## src/rtl/sci_alu_sweep_collector.sv

```systemverilog
// Sweep sequencer for the scientific ALU: issues every opcode against one latched
// operand pair, waits a settle time per opcode and records result/flags per opcode.
module sci_alu_sweep_collector #(
  parameter int OP_COUNT = 16,
  parameter int SETTLE   = 4,
  parameter int DW       = 64
) (
  input  logic          clk,
  input  logic          rst_n,
  input  logic          start,
  input  logic [DW-1:0] a_in,
  input  logic [DW-1:0] b_in,
  output logic [DW-1:0] alu_a,
  output logic [DW-1:0] alu_b,
  output logic [3:0]    alu_opcode,
  input  logic [DW-1:0] alu_result,
  input  logic          alu_excep,
  input  logic          alu_err,
  output logic          busy,
  output logic          done,
  input  logic [3:0]    rd_addr,
  output logic [DW-1:0] rd_data,
  output logic          rd_excep,
  output logic          rd_err,
  output logic          rd_valid,
  output logic [4:0]    excep_count,
  output logic [4:0]    err_count
);

  localparam logic [3:0] LAST_OP   = 4'(OP_COUNT - 1);
  localparam logic [3:0] WAIT_LOAD = 4'(SETTLE - 1);

  typedef enum logic [2:0] {
    ST_IDLE    = 3'd0,
    ST_ISSUE   = 3'd1,
    ST_WAIT    = 3'd2,
    ST_CAPTURE = 3'd3,
    ST_DONE    = 3'd4
  } state_t;

  state_t          state_q;
  logic [DW-1:0]   alu_a_q;
  logic [DW-1:0]   alu_b_q;
  logic [3:0]      op_q;
  logic [3:0]      wait_q;
  logic            busy_q;
  logic            done_q;
  logic [15:0]     valid_q;
  logic [4:0]      excnt_q;
  logic [4:0]      errcnt_q;
  logic [4:0]      excnt_d;
  logic [4:0]      errcnt_d;

  // Buffer storage is gated by valid_q, so it carries no reset.
  logic [DW-1:0]   data_q [16];
  logic [15:0]     ex_q;
  logic [15:0]     er_q;

  // Tally candidates for the capture cycle.
  always_comb begin
    excnt_d  = excnt_q + {4'd0, alu_excep};
    errcnt_d = errcnt_q + {4'd0, alu_err};
  end

  // Sweep FSM; busy/done are registered from the state and so trail it by one cycle.
  always_ff @(posedge clk or negedge rst_n) begin
    if (!rst_n) begin
      state_q  <= ST_IDLE;
      alu_a_q  <= '0;
      alu_b_q  <= '0;
      op_q     <= 4'd0;
      wait_q   <= 4'd0;
      busy_q   <= 1'b0;
      done_q   <= 1'b0;
      valid_q  <= 16'd0;
      excnt_q  <= 5'd0;
      errcnt_q <= 5'd0;
    end else begin
      busy_q <= (state_q == ST_ISSUE) || (state_q == ST_WAIT) || (state_q == ST_CAPTURE);
      done_q <= (state_q == ST_DONE);
      case (state_q)
        ST_IDLE: begin
          if (start) begin
            alu_a_q  <= a_in;
            alu_b_q  <= b_in;
            op_q     <= 4'd0;
            valid_q  <= 16'd0;
            excnt_q  <= 5'd0;
            errcnt_q <= 5'd0;
            state_q  <= ST_ISSUE;
          end
        end
        ST_ISSUE: begin
          wait_q  <= WAIT_LOAD;
          state_q <= ST_WAIT;
        end
        ST_WAIT: begin
          if (wait_q == 4'd0) begin
            state_q <= ST_CAPTURE;
          end else begin
            wait_q <= wait_q - 4'd1;
          end
        end
        ST_CAPTURE: begin
          valid_q[op_q] <= 1'b1;
          excnt_q       <= excnt_d;
          errcnt_q      <= errcnt_d;
          if (op_q == LAST_OP) begin
            state_q <= ST_DONE;
          end else begin
            op_q    <= op_q + 4'd1;
            state_q <= ST_ISSUE;
          end
        end
        ST_DONE: begin
          state_q <= ST_IDLE;
        end
        default: begin
          state_q <= ST_IDLE;
        end
      endcase
    end
  end

  // Result buffer write on the capture cycle.
  always_ff @(posedge clk) begin
    if (state_q == ST_CAPTURE) begin
      data_q[op_q] <= alu_result;
      ex_q[op_q]   <= alu_excep;
      er_q[op_q]   <= alu_err;
    end
  end

  assign alu_a       = alu_a_q;
  assign alu_b       = alu_b_q;
  assign alu_opcode  = op_q;
  assign busy        = busy_q;
  assign done        = done_q;
  assign excep_count = excnt_q;
  assign err_count   = errcnt_q;

  assign rd_data  = data_q[rd_addr];
  assign rd_excep = ex_q[rd_addr];
  assign rd_err   = er_q[rd_addr];
  assign rd_valid = valid_q[rd_addr];

endmodule
```

## config.mk

```make
export PLATFORM = sky130hd
export DESIGN_NAME = sci_alu_sweep_collector
export DESIGN_NICKNAME = d
export VERILOG_FILES = /design/src/rtl/sci_alu_sweep_collector.sv
export SDC_FILE = /design/constraint.sdc
export NUM_CORES = 1
export LEC_CHECK = 0
export ABC_AREA = 0
export BUFFER_PORTS_ARGS = -buffer_cell sky130_fd_sc_hd__buf_2
export CAP_MARGIN = 40
export CORE_UTILIZATION = 45
export CTS_CLUSTER_DIAMETER = 40
export DETAILED_ROUTE_END_ITERATION = 8
export PLACE_DENSITY = 0.61
export SLEW_MARGIN = 20
export SYNTH_ARGS = -nofsm -noshare
export SYNTH_HDL_FRONTEND = slang
export SYNTH_SLANG_ARGS = --single-unit
```

## constraint.sdc

```tcl
create_clock -name clk -period 4.4 [get_ports clk]
set_input_delay 0.22 -clock clk [delete_from_list [all_inputs] [get_ports clk]]
set_output_delay 0.22 -clock clk [all_outputs]
set_load 0.02 [all_outputs]
```

==> results.md <==
* Worst Max-Slew Pin Slew at between 900 and 1000 ps
* Hold_ws at 139 ps
* Crit-path slowest cell: and2_4
* Max clock buf depth at 3
* Clk_skew at 32.5 ps
* Post-synth top cells: edfxtp_1 (1056), nand2_1 (454), mux4_2 (268)
* WL/cell at roughly 25 um
* Post-synth ARST share at 13.7%
* Routability Congestion at a little over 0.9
* Initial DRC Count at 2037
* Post-DRT Antenna Nets at 0
* CTS Hold Bufs at a little under 200
* Setup slack, reg-to-reg at 1670 ps
* First-pass GRT wire length at 170 mm
* Post-CTS Resized at 0
* Hold Crit Class: primary input to async pin
* Clock Sinks at 1223
* Leakage power at roughly 21 nW
* Vias at 24.9k
* Final hold violation count at 0
* Total Routing Usage GR at about 22%
* CTS tree: done
* Pin count of the biggest net entering global routing at 168
* Fin util at 57.1%
* Yosys warnings at 0
* CP Launch Type: flip-flop
* RSZ-0062 raised after global routing: false
* Area contributors post-synth: edfxtp_1 (69%), mux4_2 (13%), dfrtp_1 (9.1%)
* Fin. max-slew vios at 0
* Full die area at about 100000 sq um
* Critical Path End Type: flip-flop
* Syn_nets at ~2.5k
* Vias in the first global route at 26.7k
* H-tree Lvls at 4
* Top Ports at 412
* Worst Reg-to-Reg Cells at 4
* Total congestion overflow at 0
* Total power draw at 31.9 mW
* Max transition margin at 33.4%
* Cts bufs inserted at 157
* Total setup buffers inserted after CTS at 0
* Worst-path clk slew at 50 ps
* Root Driver: clkbuf_16
* Min Tclk post-route at 2730 ps
* Crit path max fanout at 32
* Reg2reg end: data_q[10][26]$_DFFE_PP_
* Die Ht at approximately 320 um
* Setup violators final at 0
* Setup CP Type: flip-flop to flip-flop
* EDFF count, synth at 1056
* Routed WL at around 110 mm
* Pre-CTS setup slack at 1660 ps
* Initial antenna violation count at 3
* Antenna Cells at 0
* Power per cell area at 555 nW/um^2
* Synth cell types at 34
* WP data arrival at 3140 ps
* Yosys top cell by area: edfxtp_1
* # DRC at 0
* Period Utilization, post-route at 62.1%
* Crit Reg-Reg Startpoint: state_q[2]$_DFFE_PN0P_
* DR pass1 iterations at 5
* Worst path cell trace: nand3b_1, nor3b_1, and2_4, buf_4
* Peak supply drop at 0.000391 V
* Syn Inst Count at 2324
* WP data required at around 4800 ps
* Filler Cells Inserted at 7534
* DP HPWL at 65.7 mm
* Final nets at 3236
* Clock latency on the worst-skew pair at about 760 ps
* Count of state elements after synthesis at roughly 1.2k
* Worst setup margin at 1670 ps
* Initial Util at 45.7%
* Top cell type's share of synthesized area at 68.8%
* Run status: finished, final reports clean
* Area growth from synthesis to layout at 24.8%
* Die width at 322 um
* Register area share after synthesis at 77.9%
* Row cnt at 116
* Max-cap violations at 0
* Placeable Area at just over 100000 sq um
* Via density per instance at between 5 and 6
* Setup TNS at 0 ps
* Predominant post-synthesis flop cell: edfxtp_1
* Port Buffers at 411
* Max incr delay on CP at 650 ps
* Mapped Area at 46100 sq um
* Proportion of layout cells with a drive suffix above 1 at 32.3%
* Max Clk Rate at 366 MHz
* Top-count cell post-synth: edfxtp_1
* Post-synthesis area per instance at 19.8 sq um
worst max-delay path, delay by kind of cell (launching register included):
family / cells / cell delay [ps]
DFF: 1 / 490
buffers and inverters: 1 / 460
and+or+nand+nor: 3 / 1410
registers in the layout, indices dropped and copies added (netlist names):
name / flops
busy: 1
er_q: 16
done: 1
err_count: 5
valid_q: 16
alu_a: 64
wait_q: 4
alu_b: 64
data_q: 1024
alu_opcode: 4
state_q: 3
ex_q: 16
excep_count: 5
layer usage:
metal	up-vias	part of all wire, %	track usage [%]
li1	10700	-	-
met1	12900	40	30.0
met2	1086	49	36.1
met3	211	7.7	4.92
met4	4	3.3	8.66
met5	-	0.021	0
through the flow:
stage	cells	area, sq um
after floorplan	2324	46100
after global placement	4013	49800
after detailed placement	4027	50100
after CTS	4513	57500
after global routing	4513	57500
final	4513	57500
report_power, final:
| group | internal, mW | leakage, nW | switching (mW) |
|---|---|---|---|
| clock | 7.85 | 2.62 | 5.13 |
| combinational | 1.56 | 6.68 | 2.97 |
| sequential | 13.8 | 11.6 | 0.571 |
| total | 23.2 | 20.9 | 8.68 |
logic make-up (layout without fill, tap and decap cells):
logic type      Yosys count  count (layout)  synth area share [%]
flops                  1223            1223                  77.9
simple gates            522             522                  4.59
mux                     268             268                  13.1
compound gates          168             168                  2.68
buf+inv                 130             962                  1.38
fa+ha+maj                10              10                 0.272
xor+xnor                  3               3                0.0571
placed cells by master (no fill, tap or decap), types with 15 or more instances in the layout:
cell | Yosys | routed
a22oi_1 | 135 | 135
clkbuf_1 | 45 | 19
inv_6 | 0 | 19
buf_2 | 39 | 408
clkbuf_16 | 0 | 164
buf_12 | 0 | 25
dlygate4sd3_1 | 0 | 196
edfxtp_1 | 1056 | 1056
clkinv_2 | 0 | 17
o21a_1 | 15 | 15
nand2_1 | 454 | 454
dfrtp_1 | 167 | 167
buf_4 | 20 | 33
mux4_2 | 268 | 268
how the worst max path moves through the flow:
stage | from | to | slack [ps] | cells past startpoint
2_1_floorplan | alu_opcode[2]$_DFFE_PN0P_ | alu_opcode[0]$_DFFE_PN0P_ | 870 | 6
3_3_place_gp | state_q[0]$_DFFE_PN0P_ | data_q[4][42]$_DFFE_PP_ | 1570 | 4
3_5_place_dp | rd_addr[0] | rd_data[24] | 1660 | 6
4_1_cts | state_q[2]$_DFFE_PN0P_ | data_q[10][27]$_DFFE_PP_ | 1660 | 4
5_1_grt | rd_addr[0] | rd_data[24] | 1420 | 6
6_report | state_q[2]$_DFFE_PN0P_ | data_q[10][26]$_DFFE_PP_ | 1670 | 4
layout make-up:
class	instances	area [sq um]	area share, %
Multi-Input combinational cell	971	9610	16.7
Timing Repair Buffer	668	4880	8.48
Inverter	4	15.0	0.0261
Clock buffer	187	4230	7.36
Tap cell	1357	1700	2.95
Sequential cell	1223	35900	62.4
Clock inverter	103	1170	2.03
(Power assumes the default switching activity.)
